<file path="src/rtl/ws2812_line_encoder.sv">
// WS2812 single-wire line encoder: pulls bits from frame_transmitter and emits high/low pulse pairs plus a latch period.
// Optional build macro WS2812_DOUT_INV_EN inverts led_dout for boards with an inverting level shifter.
module ws2812_line_encoder #(
    parameter int unsigned T0H_CYCLES   = 10,
    parameter int unsigned T1H_CYCLES   = 20,
    parameter int unsigned BIT_CYCLES   = 31,
    parameter int unsigned RESET_CYCLES = 7500
) (
    input  logic clk,
    input  logic rstn,
    input  logic start,
    input  logic bit_to_transmit,
    input  logic all_bits_shifted,
    input  logic new_frames_set_rqst,
    output logic new_bit_rqst,
    output logic new_frame_rqst,
    output logic led_dout,
    output logic busy,
    output logic done
);

    localparam int unsigned CW = $clog2(RESET_CYCLES + 1);

    localparam logic [CW-1:0] T0H_LAST   = CW'(T0H_CYCLES - 1);
    localparam logic [CW-1:0] T1H_LAST   = CW'(T1H_CYCLES - 1);
    localparam logic [CW-1:0] L0_LAST    = CW'(BIT_CYCLES - 2 - T0H_CYCLES);
    localparam logic [CW-1:0] L1_LAST    = CW'(BIT_CYCLES - 2 - T1H_CYCLES);
    localparam logic [CW-1:0] RESET_LAST = CW'(RESET_CYCLES - 1);

`ifdef WS2812_DOUT_INV_EN
    localparam logic DOUT_INV = 1'b1;
`else
    localparam logic DOUT_INV = 1'b0;
`endif

    typedef enum logic [2:0] {
        IDLE       = 3'd0,
        FETCH      = 3'd1,
        WAIT_FRAME = 3'd2,
        HIGH       = 3'd3,
        LOW        = 3'd4,
        LATCH      = 3'd5
    } state_e;

    state_e        state_q, state_d;
    logic [CW-1:0] cnt_q, cnt_d;
    logic          bit_q, bit_d;
    logic          new_bit_rqst_q, new_bit_rqst_d;
    logic          new_frame_rqst_q, new_frame_rqst_d;
    logic          led_dout_q, led_dout_d;
    logic          busy_q, busy_d;
    logic          done_q, done_d;
    logic          fetch_entry_s;

    // Next-state, shared counter reload and registered output computation
    always_comb begin
        state_d          = state_q;
        cnt_d            = cnt_q;
        bit_d            = bit_q;
        fetch_entry_s    = 1'b0;
        new_bit_rqst_d   = 1'b0;
        new_frame_rqst_d = 1'b0;

        case (state_q)
            IDLE: begin
                if (start) begin
                    state_d       = FETCH;
                    cnt_d         = '0;
                    fetch_entry_s = 1'b1;
                end else begin
                    state_d = IDLE;
                end
            end
            // The FETCH outcome was decided on entry, so the request flops already encode it.
            FETCH: begin
                if (new_bit_rqst_q) begin
                    state_d = HIGH;
                    cnt_d   = bit_q ? T1H_LAST : T0H_LAST;
                end else if (new_frame_rqst_q) begin
                    state_d = WAIT_FRAME;
                    cnt_d   = '0;
                end else begin
                    state_d = LATCH;
                    cnt_d   = RESET_LAST;
                end
            end
            WAIT_FRAME: begin
                state_d       = FETCH;
                cnt_d         = '0;
                fetch_entry_s = 1'b1;
            end
            HIGH: begin
                if (cnt_q == '0) begin
                    state_d = LOW;
                    cnt_d   = bit_q ? L1_LAST : L0_LAST;
                end else begin
                    cnt_d = cnt_q - CW'(1);
                end
            end
            LOW: begin
                if (cnt_q == '0) begin
                    state_d       = FETCH;
                    cnt_d         = '0;
                    fetch_entry_s = 1'b1;
                end else begin
                    cnt_d = cnt_q - CW'(1);
                end
            end
            LATCH: begin
                if (cnt_q == '0) begin
                    state_d = IDLE;
                    cnt_d   = '0;
                end else begin
                    cnt_d = cnt_q - CW'(1);
                end
            end
            default: begin
                state_d = IDLE;
                cnt_d   = '0;
            end
        endcase

        // Evaluate the FETCH priority on the entering edge so the pulses are registered yet land in FETCH.
        if (fetch_entry_s) begin
            if (new_frames_set_rqst) begin
                new_bit_rqst_d   = 1'b0;
                new_frame_rqst_d = 1'b0;
            end else if (all_bits_shifted) begin
                new_frame_rqst_d = 1'b1;
            end else begin
                new_bit_rqst_d = 1'b1;
                bit_d          = bit_to_transmit;
            end
        end else begin
            new_bit_rqst_d   = 1'b0;
            new_frame_rqst_d = 1'b0;
        end

        led_dout_d = (state_d == HIGH) ^ DOUT_INV;
        busy_d     = (state_d != IDLE);
        done_d     = (state_d == LATCH) && (cnt_d == '0);
    end

    // State, counter and output registers
    always_ff @(posedge clk or negedge rstn) begin
        if (!rstn) begin
            state_q          <= IDLE;
            cnt_q            <= '0;
            bit_q            <= 1'b0;
            new_bit_rqst_q   <= 1'b0;
            new_frame_rqst_q <= 1'b0;
            led_dout_q       <= DOUT_INV;
            busy_q           <= 1'b0;
            done_q           <= 1'b0;
        end else begin
            state_q          <= state_d;
            cnt_q            <= cnt_d;
            bit_q            <= bit_d;
            new_bit_rqst_q   <= new_bit_rqst_d;
            new_frame_rqst_q <= new_frame_rqst_d;
            led_dout_q       <= led_dout_d;
            busy_q           <= busy_d;
            done_q           <= done_d;
        end
    end

    assign new_bit_rqst   = new_bit_rqst_q;
    assign new_frame_rqst = new_frame_rqst_q;
    assign led_dout       = led_dout_q;
    assign busy           = busy_q;
    assign done           = done_q;

endmodule
</file>
<file path="config.mk">
export PLATFORM = sky130hd
export DESIGN_NAME = ws2812_line_encoder
export DESIGN_NICKNAME = d
export VERILOG_FILES = /design/src/rtl/ws2812_line_encoder.sv
export SDC_FILE = /design/constraint.sdc
export NUM_CORES = 1
export LEC_CHECK = 0
export BUFFER_PORTS_ARGS = -buffer_cell sky130_fd_sc_hd__buf_4
export CORE_MARGIN = 10
export CORE_UTILIZATION = 25
export CTS_BUF_LIST = sky130_fd_sc_hd__clkbuf_8
export DETAILED_ROUTE_END_ITERATION = 7
export GPL_TIMING_DRIVEN = 0
export PLACE_DENSITY = 0.38
export SLEW_MARGIN = 30
export SYNTH_ARGS = -nofsm -noshare
export SYNTH_HDL_FRONTEND = slang
export SYNTH_SLANG_ARGS = --single-unit
</file>
<file path="constraint.sdc">
create_clock -name clk -period 6.7 [get_ports clk]
set_clock_uncertainty 0.05 [all_clocks]
set_input_delay 0 -clock clk [delete_from_list [all_inputs] [get_ports clk]]
set_output_delay 0 -clock clk [all_outputs]
set_load 0.005 [all_outputs]
</file>
Word-level counts from Yosys, hierarchy flattened

Index checks and enable logic that the tools add are counted.

Eq/ne operators: 7
Add/sub/neg operators: 1
Reductions and logical operators: 7
Multiplexer cells: 24
Bitwise logic cells: 2

Operator list:

| cell                    | number |
|---|---|
| $mux W13                | 5 |
| $pmux W13 S4            | 1 |
| $logic_not A13 Y1       | 2 |
| $pmux W3 S6             | 1 |
| $mux W3                 | 5 |
| $sub A13 B1 Y13 const B | 1 |
| $mux W5                 | 2 |
| $eq A3 B2 Y1 const B    | 3 |
| $eq A3 B3 Y1 const B    | 3 |
| $mux W1                 | 9 |
| $eq A3 B1 Y1 const B    | 1 |
| $logic_not A3 Y1        | 1 |
| $pmux W1 S3             | 1 |
| $reduce_and A3 Y1       | 1 |
| $reduce_bool A3 Y1      | 1 |
| $not A1 Y1              | 2 |
| $reduce_or A2 Y1        | 1 |
| $logic_and A1 B1 Y1     | 1 |

Logic and storage cells: 49
Register bits after elaboration: 22
Output and inout bits: 5

Longest topological paths before layout

Gate-level depths: netlist of the first run.

Depth after elaboration: 5
Gate-level depth with buffers: 10

Least setup slack after synthesis of the first run

Ideal clock, no wire load.

Kind: flip-flop to flip-flop
From: register cnt_q[0]
To: register done_q, in the netlist done
Data arrival time: 2.738 ns
Clock period less this slack: 2.883 ns
Buffers on the path: 1
Cell stages (with the launch flop): 10
Setup slack: 3.817 ns
Cells stage by stage: dfrtp_1 inv_1 ha_1 or3b_2 buf_2 nor4_4 a211oi_1 a211o_1 or4b_1 nor4b_2

Cells in the longest elaborated chain, start to end: 5
Elaborated cells between the ends (all ways): 13
Classes of those cells: add/sub (1); eq/ne (1); mux (8); reduce/logical (3)

RTL lines:

| item                                                 | line         | text |
|---|---|---|
| start: declaration                                   | 46           | `logic [CW-1:0] cnt_q, cnt_d;` |
| start signal: assignment                             | 157          | `cnt_q <= cnt_d;` |
| $sub A13 B1 Y13 or $logic_not A13 Y1 (tied branches) | --           |  |
| $mux W13 (on tied branches)                          | 101, 110, 93 |  |
| $pmux W13 S4 (*)                                     | 64           | `case (state_q)` |
| via cnt_d[10]                                        | 46           |  |
| $logic_not A13 Y1 (*)                                | 141          | `done_d = (state_d == LATCH) && (cnt_d == '0);` |
| $logic_and A1 B1 Y1 (*)                              | 141          |  |
| via done_d                                           | 52           | `logic done_q, done_d;` |
| end signal: assignment                               | 163          | `done_q <= done_d;` |
| end: declaration                                     | 52           |  |

Mark *: on every way through the listed nets, which the timed path passes. The rest lies on a longest branch.
A chain may end at the register's enable or synchronous reset.

Final worst setup path of the first run

From: register cnt_q[0]
To: register new_bit_rqst_q, in the netlist new_bit_rqst

Cells in the longest elaborated chain, start to end: 4

RTL lines:

| item                   | line | text |
|---|---|---|
| $logic_not A13 Y1      | 101  | `if (cnt_q == '0) begin` |
| $mux W1                | 101  |  |
| $pmux W1 S3            | 64   |  |
| $mux W1                | 124  | `if (fetch_entry_s) begin` |
| via new_bit_rqst_d     | 48   | `logic new_bit_rqst_q, new_bit_rqst_d;` |
| end signal: assignment | 159  | `new_bit_rqst_q <= new_bit_rqst_d;` |
| end: declaration       | 48   |  |

The timed path passes the listed nets, and every way through them passes these cells.

==> impl_metrics.env, run 1 <==
export IMPL_yosys_most_used_dff="dfrtp_1"
export IMPL_design_portCount=11
export IMPL_p_leak_nw=0.641
export IMPL_grt_setup_unrepaired="false"
export IMPL_die_height_um=91.9
export IMPL_place_area_um2=1470
export IMPL_cp_cell_sequence="inv_1 > ha_1 > or3b_2 > buf_2 > nor4_4 > buf_2 > a2bb2oi_1 > or3_1 > nor2_1 > dlygate4sd3_1"
export IMPL_cts_tree="built"
export IMPL_cts_resized=0
export IMPL_postLayoutSetupSlackWorst_ns=3.20
export IMPL_grt_pass1_wl_um=5840
export IMPL_numCtsBuffers=3
export IMPL_grt_overflow=0
export IMPL_tns_ns=0
export IMPL_worst_setup_path_start_kind="flip-flop"
export IMPL_netlist_instances=136
export IMPL_synth_edff_count=0
export IMPL_dr_pass1_iters=4
export IMPL_finalHoldWorstSlack_ns=0.112
export IMPL_vias_per_cell=5.06
export IMPL_hold_viol=0
export IMPL_cts_max_path_buffers=2
export IMPL_slew_headroom_pct=51.2
export IMPL_synth_fp_nets=143
export IMPL_clock_tree_root_cell="clkbuf_8"
export IMPL_rows=26
export IMPL_timing_final_max_slew_violations=0
export IMPL_fin_crit_ns=3.50
export IMPL_synthesis_area_um2=1290
export IMPL_worst_ep_required_time_ns=6.86
export IMPL_avgRoutedWirePerCell_um=15.9
export IMPL_endpoint_kind="flip-flop"
export IMPL_vdd_drop_max_v=0.0000893
export IMPL_gp_congestion=0.771
export IMPL_power_share_combinational_pct=45.9
export IMPL_grt_max_degree=23
export IMPL_clkTransAtPathRegs_ns=0.08
export IMPL_crit_fanout=10
export IMPL_cts_setup_buffers=0
export IMPL_placeableCoreArea_um2=5070
export IMPL_placed_cells=217
export IMPL_avgSynthCellArea_um2=9.50
export IMPL_fp_dieW_um=91.9
export IMPL_grt_pass1_vias=1196
export IMPL_numPortBuffers=10
export IMPL_syn2layout_area_growth_pct=21.6
export IMPL_p_int_uw=358
export IMPL_max_freq_ghz=0.286
export IMPL_critPathKind="reg2reg"
export IMPL_antenna_found_initial=0
export IMPL_cts_max_level=1
export IMPL_seq_area_frac_synth_pct=42.6
export IMPL_cp_data_arrival_time_ns=3.66
export IMPL_hpwlAfterDp_um=2710
export IMPL_ys_warn_count=0
export IMPL_pwr_share_seq_pct=38.2
export IMPL_grt_usage_pct=8.38
export IMPL_vias=1144
export IMPL_drive_above_1_share_pct=14.7
export IMPL_tightest_slew_ns=0.725
export IMPL_min_path_type="in2async"
export IMPL_post_route_drc_count=0
export IMPL_pre_cts_ws_ns=3.35
export IMPL_p_per_area_nw_per_um2=392
export IMPL_cp_common_cell="buf_2"
export IMPL_fin_crit_sh_pct=52.2
export IMPL_die_area_um2=8450
export IMPL_clockPowerShare_pct=15.9
export IMPL_layout_cells_non_filler=226
export IMPL_setup_violations=0
export IMPL_n_antenna_cell=0
export IMPL_synth_distinct_cells=42
export IMPL_stdcell_area_um2=1570
export IMPL_synth_seq_cells=22
export IMPL_wl_um=3590
export IMPL_outcome="finished, final reports clean"
export IMPL_fin_nets=164
export IMPL_drt_antenna_violating_nets=0
export IMPL_clock_sinks=22
export IMPL_maxCapViolations=0
export IMPL_cp_slowest_stage_delay_ns=0.56
export IMPL_async_flop_share_pct=100
export IMPL_p_switching_uw=259
export IMPL_drt_iter0_markers=88
export IMPL_clock_latency_ns=0.26
export IMPL_slowest_stage="dlygate4sd3_1"
export IMPL_p_sw_share_pct=42.0
export IMPL_start_util_pct=25.5
-- cell type report --
class	count	area, um2
fill	574	3500
multi-input combinational	101	696
sequential	22	551
timing repair buffer	16	130
tap	70	87.6
clock buffer	4	55.1
buffer	7	30.0
inverter	6	22.5
-- per-stage QoR --
stage          total power, mW  utilization (%)
6_report                 0.617             31.0
5_1_grt                  0.668             31.0
4_1_cts                  0.625             31.0
3_5_place_dp             0.521             28.9
3_3_place_gp             0.524             28.7
2_1_floorplan            0.437                -
-- registers in the layout, summed over array words and instances, names as in the netlist --
signal	cells
bit_q	1
busy	1
cnt_q	13
done	1
led_dout	1
new_bit_rqst	1
new_frame_rqst	1
state_q	3
-- layout by cell type (no fill, tap or decap), types with 3 or more instances in the layout --
cell type | netlist | final
a211oi_1 | 5 | 5
a21o_1 | 4 | 4
a21oi_1 | 4 | 4
buf_2 | 3 | 4
buf_4 | 0 | 10
clkbuf_1 | 4 | 4
clkbuf_8 | 0 | 4
dfrtp_1 | 22 | 22
dlygate4sd3_1 | 0 | 5
inv_1 | 6 | 6
nand2_1 | 5 | 5
nand2b_1 | 5 | 5
nand3_1 | 3 | 3
nor2_1 | 12 | 12
nor3_1 | 6 | 6
nor4_1 | 6 | 5
o21ai_0 | 3 | 3
o31ai_1 | 3 | 3
o41ai_1 | 4 | 4
or3_1 | 3 | 3
or4_1 | 5 | 5
-- final timing paths --
kind | from | endpoint | slack, ns | cells past startpoint
min in group clk | start | state_q[0] | 0.16 | 4
setup / recovery | cnt_q[0] | new_bit_rqst | 3.20 | 10
max in group asynchronous | rstn | cnt_q[5] | 6.27 | 2
hold / removal | rstn | cnt_q[11] | 0.11 | 2
hold reg to reg | cnt_q[7] | cnt_q[7] | 0.52 | 1
setup reg to reg | cnt_q[0] | new_bit_rqst | 3.20 | 10
-- power groups by stage --
stage                     Combinational [mW]  Sequential, mW  Clock [mW]
after detailed placement               0.284           0.237           0
after CTS                              0.287           0.235       0.104
after global routing                   0.316           0.243       0.109
after global placement                 0.286           0.238           0
after floorplan                        0.215           0.222           0
final                                  0.283           0.235      0.0981
-- logic make-up (layout without fill, tap and decap cells) --
family,count (synthesis),count (layout),share of synthesized area [%]
simple gates,62,62,29.6
compound gates,37,37,21.9
flops,22,22,42.6
buf+inv,13,33,4.07
fa+ha+maj,1,1,0.968
mux,1,1,0.871
-- synth_stat cells (5+ instances only) --
| cell type | number | share of area, % |
|---|---|---|
| nand2b_1 | 5 | 2.4 |
| nand2_1 | 5 | 1.5 |
| nor3_1 | 6 | 2.3 |
| or4_1 | 5 | 2.9 |
| nor4_1 | 6 | 2.9 |
| nor2_1 | 12 | 3.5 |
| a211oi_1 | 5 | 2.9 |
| dfrtp_1 | 22 | 43 |
| inv_1 | 6 | 1.7 |
-- critical path: cells and delay by family, from the launching register on --
| family | cells | cell delay (ns) |
|---|---|---|
| fa+ha+maj | 1 | 0.19 |
| compound gates | 1 | 0.09 |
| simple gates | 4 | 1.49 |
| buf+inv | 4 | 1.17 |
| flops | 1 | 0.44 |
-- per-layer routing --
metal | routed length [um] | GRT usage, %
met5 | 0 | 0
met4 | 25 | 2.70
met1 | 1790 | 10.6
met3 | 103 | 1.79
met2 | 1660 | 13.8
-- repair_timing --
action | in CTS | in global routing
hold buffers | 5 | 0
hold endpoints to repair | 25 | 0
setup endpoints to repair | 0 | 0
Power figures use the tool's default switching activity.
==> run 2: changes to the inputs <==
PLACE_DENSITY = 0.39   (was 0.38)
clock period = 3.2 ns   (was 6.7 ns; I/O delays follow)
==> impl_metrics.env, run 2 (synthesis gave the netlist of run 1 again) <==
export IMPL_dr_pass1_iters=4
export IMPL_post_route_drc_count=0
export IMPL_path_buf_inv=4
export IMPL_slowest_stage="dlygate4sd3_1"
export IMPL_cp_cell_sequence="inv_1 > ha_1 > or3b_2 > buf_2 > nor4_4 > buf_4 > a2bb2oi_1 > or3_1 > nor2_1 > dlygate4sd3_1"
export IMPL_reg_top3="cnt_q: 13 flops, state_q: 3 flops"
export IMPL_vdd_drop_max_v=0.000306
export IMPL_hpwlAfterDp_um=2650
export IMPL_final_cell_mix="22 x dfrtp_1, 14 x buf_4, 12 x nor2_1"
export IMPL_finalHoldWorstSlack_ns=0.114
export IMPL_reg2reg_to="new_bit_rqst"
export IMPL_n_fill_cell=566
export IMPL_final_util_pct=31.3
export IMPL_syn2layout_area_growth_pct=23.0
export IMPL_fin_crit_sh_pct=95.9
export IMPL_register_area_um2=551
export IMPL_p_leak_nw=0.652
export IMPL_design_portCount=11
export IMPL_tightest_slew_ns=0.611
export IMPL_cts_max_level=1
export IMPL_drt_iter0_markers=80
export IMPL_wl_um=3650
export IMPL_clock_tree_root_cell="clkbuf_8"
export IMPL_worst_r2r_startpoint="cnt_q[0]"
export IMPL_placeableCoreArea_um2=5070
export IMPL_final_common_cell="dfrtp_1"
export IMPL_drt_antenna_violating_nets=0
export IMPL_critPathKind="reg2reg"
export IMPL_fp_dieW_um=91.9
export IMPL_timing_final_max_slew_violations=0
export IMPL_grt_pass1_wl_um=6220
export IMPL_cp_data_arrival_time_ns=3.22
export IMPL_multi_input_area_um2=703
export IMPL_grt_setup_unrepaired="false"
export IMPL_rows=26
export IMPL_die_height_um=91.9
export IMPL_fin_nets=167
export IMPL_die_area_um2=8450
export IMPL_worst_setup_path_start_kind="flip-flop"
export IMPL_grt_overflow=0
export IMPL_r2r_setup_slack_ns=0.13
export IMPL_max_freq_ghz=0.326
export IMPL_grt_usage_pct=8.82
export IMPL_cts_tree="built"
export IMPL_critical_path_top_delay_family="simple AND/OR/NAND/NOR gates"
export IMPL_numPortBuffers=10
export IMPL_drive_above_1_share_pct=16.5
export IMPL_grt_pass1_vias=1215
export IMPL_numCtsBuffers=3
export IMPL_p_per_area_nw_per_um2=802
export IMPL_start_util_pct=25.5
export IMPL_avgRoutedWirePerCell_um=16.0
export IMPL_endpoint_kind="flip-flop"
export IMPL_worstSetupPathDepth=10
export IMPL_fin_crit_ns=3.07
export IMPL_maxCapViolations=0
export IMPL_crit_fanout=10
export IMPL_slew_headroom_pct=58.9
export IMPL_cts_max_path_buffers=2
export IMPL_vias_per_cell=5.27
export IMPL_reg2reg_depth=10
export IMPL_clock_latency_ns=0.26
export IMPL_clkTransAtPathRegs_ns=0.08
export IMPL_clock_sinks=22
export IMPL_min_path_type="in2async"
export IMPL_setup_violations=0
export IMPL_largest_reg_flops=13
export IMPL_gp_congestion=0.789
export IMPL_hold_viol=0
export IMPL_cp_slowest_stage_delay_ns=0.57
export IMPL_top_register="cnt_q"
export IMPL_worst_ep_required_time_ns=3.35
export IMPL_grt_max_degree=23
export IMPL_n_antenna_cell=0
export IMPL_vias=1202
export IMPL_outcome="finished, final reports clean"
export IMPL_antenna_found_initial=0
==> run 2: area by class of cell <==
class,instances,area share (%)
Inverter,6,1.42
Tap cell,70,5.51
Buffer,7,2.05
Sequential cell,22,34.6
Multi-Input combinational cell,101,44.2
Timing Repair Buffer,19,9.60
Clock buffer,3,2.60
==> run 2: worst register-to-register path: cells and delay by family (launching register included) <==
kind	cells	cell delay, ns
flip-flops	1	0.43
adder cells (fa/ha/maj)	1	0.18
AO/OA/AOI/OAI	1	0.08
AND/OR/NAND/NOR	4	1.17
buffers and inverters	4	1.10
==> run 2: worst max path at each step <==
| stage | endpoint | slack (ns) | startpoint |
|---|---|---|---|
| 6_report | new_bit_rqst | 0.13 | cnt_q[0] |
| 5_1_grt | new_bit_rqst | 0.005 | cnt_q[0] |
| 4_1_cts | new_bit_rqst | 0.12 | cnt_q[0] |
| 3_5_place_dp | done | -0.1 | cnt_q[0] |
| 3_3_place_gp | done | -0.17 | cnt_q[0] |
| 2_1_floorplan | done | 0.32 | cnt_q[0] |
==> run 2: through the flow <==
| stage | area, um2 | setup WS (ns) | power, mW | cells | TNS [ns] |
|---|---|---|---|---|---|
| floorplan | 1290 | 0.317 | 0.915 | 136 | 0 |
| global placement | 1460 | -0.171 | 1.09 | 216 | -0.258 |
| detailed placement | 1470 | -0.0966 | 1.09 | 217 | -0.137 |
| CTS | 1580 | 0.121 | 1.28 | 228 | 0 |
| global route | 1590 | 0.00529 | 1.39 | 228 | 0 |
| finish | 1590 | 0.130 | 1.28 | 228 | 0 |
==> run 2: what timing repair did <==
item                                    4_1_cts  5_1_grt
setup buffers                                 3        0
endpoints found under the hold margin        25        0
resized for setup                             0        3
pin swaps                                     1        0
endpoints found under the setup margin        2        2
hold buffers                                  5        0
==> run 2: power by group <==
group          internal, mW  switching, mW  total [mW]
Combinational         0.267          0.335       0.603
Clock                0.0841         0.0925       0.177
Sequential            0.376          0.120       0.497
Total                 0.728          0.548        1.28
==> run 2: routing by layer <==
metal / wire [um] / up-vias / global-route usage (%)
li1: - / 573 / -
met1: 1680 / 585 / 11.8
met2: 1690 / 39 / 13.5
met3: 242 / 5 / 2.69
met4: 42 / 0 / 2.31
met5: 0 / - / 0
==> run 3: changes to the inputs <==
CORE_ASPECT_RATIO = 0.7   (was unset)
==> impl_metrics.env, run 3 (synthesis gave the netlist of run 1 again) <==
export IMPL_hpwlAfterDp_um=2750
export IMPL_start_util_pct=26.4
export IMPL_maxCapViolations=0
export IMPL_design_portCount=11
export IMPL_die_height_um=80.2
export IMPL_worst_setup_path_start_kind="flip-flop"
export IMPL_grt_usage_pct=9.20
export IMPL_drive_above_1_share_pct=20.0
export IMPL_tightest_slew_ns=0.704
export IMPL_n_fill_cell=535
export IMPL_place_area_um2=1470
export IMPL_clock_tree_root_cell="clkbuf_8"
export IMPL_placed_cells=216
export IMPL_syn2layout_area_growth_pct=26.9
export IMPL_max_freq_ghz=0.327
export IMPL_grt_pass1_vias=1097
export IMPL_wl_met3_um=237
export IMPL_slowest_stage="or4_4"
export IMPL_p_per_area_nw_per_um2=874
export IMPL_n_antenna_cell=0
export IMPL_grt_overflow=0
export IMPL_wl_met1_um=1950
export IMPL_slew_headroom_pct=52.6
export IMPL_reg_top3="cnt_q: 13 flops, state_q: 3 flops"
export IMPL_layout_cells_non_filler=229
export IMPL_min_path_type="in2async"
export IMPL_dr_wl_met2_um=1420
export IMPL_die_area_um2=8490
export IMPL_setup_violations=0
export IMPL_post_route_drc_count=0
export IMPL_endpoint_kind="flip-flop"
export IMPL_vdd_drop_max_v=0.000255
export IMPL_grt_max_degree=23
export IMPL_clkTransAtPathRegs_ns=0.09
export IMPL_stdcell_area_um2=1640
export IMPL_gp_congestion=0.759
export IMPL_cp_data_arrival_time_ns=3.20
export IMPL_hold_viol=0
export IMPL_cts_tree="built"
export IMPL_final_common_cell="dfrtp_1"
export IMPL_cp_cell_sequence="inv_1 > ha_2 > or3b_2 > buf_2 > nor4_4 > buf_4 > o21ai_0 > a221o_1 > or4_4 > nor4b_4"
export IMPL_final_cell_mix="21 x dfrtp_1, 16 x buf_4, 12 x nor2_1"
export IMPL_drt_iter0_markers=75
export IMPL_cts_max_level=1
export IMPL_wl_um=3630
export IMPL_p_total_mw=1.43
export IMPL_cts_max_path_buffers=2
export IMPL_crit_fanout=6
export IMPL_path_buf_inv=3
export IMPL_clock_latency_ns=0.27
export IMPL_routed_top_layer="met4"
export IMPL_top_register="cnt_q"
export IMPL_grt_pass1_wl_um=6240
export IMPL_outcome="finished, final reports clean"
export IMPL_fin_crit_ns=3.06
export IMPL_avgRoutedWirePerCell_um=15.9
export IMPL_rows=21
export IMPL_cp_slowest_stage_delay_ns=0.45
export IMPL_dr_pass1_iters=4
export IMPL_clock_sinks=22
export IMPL_critPathKind="reg2reg"
export IMPL_timing_final_max_slew_violations=0
export IMPL_grt_setup_unrepaired="true"
export IMPL_p_leak_nw=0.676
export IMPL_numPortBuffers=10
export IMPL_fp_dieW_um=106
export IMPL_tns_ns=0
export IMPL_critical_path_top_delay_family="simple AND/OR/NAND/NOR gates"
export IMPL_fin_nets=168
export IMPL_worst_ep_required_time_ns=3.34
export IMPL_vias_per_cell=5.18
export IMPL_placeableCoreArea_um2=4890
export IMPL_vias=1187
export IMPL_antenna_found_initial=0
export IMPL_largest_reg_flops=13
export IMPL_fin_crit_sh_pct=95.6
export IMPL_numCtsBuffers=3
export IMPL_drt_antenna_violating_nets=0
-- run 3: power breakdown --
group | internal, mW | switching (mW)
clock | 0.167 | 0.0990
combinational | 0.306 | 0.366
sequential | 0.378 | 0.118
total | 0.850 | 0.583
-- run 3: metrics by stage --
step                utilization [%]  hold slack, ns  worst slack (ns)
finish                         33.6           0.105             0.142
global route                   33.6           0.130           -0.0311
CTS                            32.4           0.104           0.00439
detailed placement             30.0          -0.136            -0.154
global placement               29.7          -0.141            -0.210
floorplan                         -          -0.346             0.317
-- run 3: path summary, 6_finish.rpt --
check	from	end	slack [ns]	depth (start not counted)
max	cnt_q[0]	done	0.14	10
max in group asynchronous	rstn	cnt_q[0]	2.75	2
min in group clk	start	state_q[0]	0.16	4
min	rstn	state_q[1]	0.10	2
min reg2reg	cnt_q[7]	cnt_q[7]	0.50	1
max reg2reg	cnt_q[0]	done	0.14	10
-- run 3: metal layers --
metal	vias to the layer above	track usage [%]
li1	579	-
met4	0	2.29
met2	39	11.1
met3	4	2.87
met5	-	0
met1	565	14.5
-- run 3: layout make-up --
cell class	count	area (um2)	area share (%)
multi-input cells	101	716	43.6
flip-flops and latches	22	552	33.6
repair buffers	20	160	9.76
well taps	69	86.3	5.26
clock buffers	3	41.3	2.52
plain buffers	7	32.5	1.98
clock inverters	1	30.0	1.83
inverters	6	22.5	1.37
-- run 3: what timing repair did --
action                                  4_1_cts  5_1_grt
endpoints found under the setup margin        2        2
hold buffers                                  4        0
buffers inserted                              0        5
endpoints found under the hold margin        25        0
resized for setup                             1        5
pin swaps                                     1        3
gates cloned                                  0        0
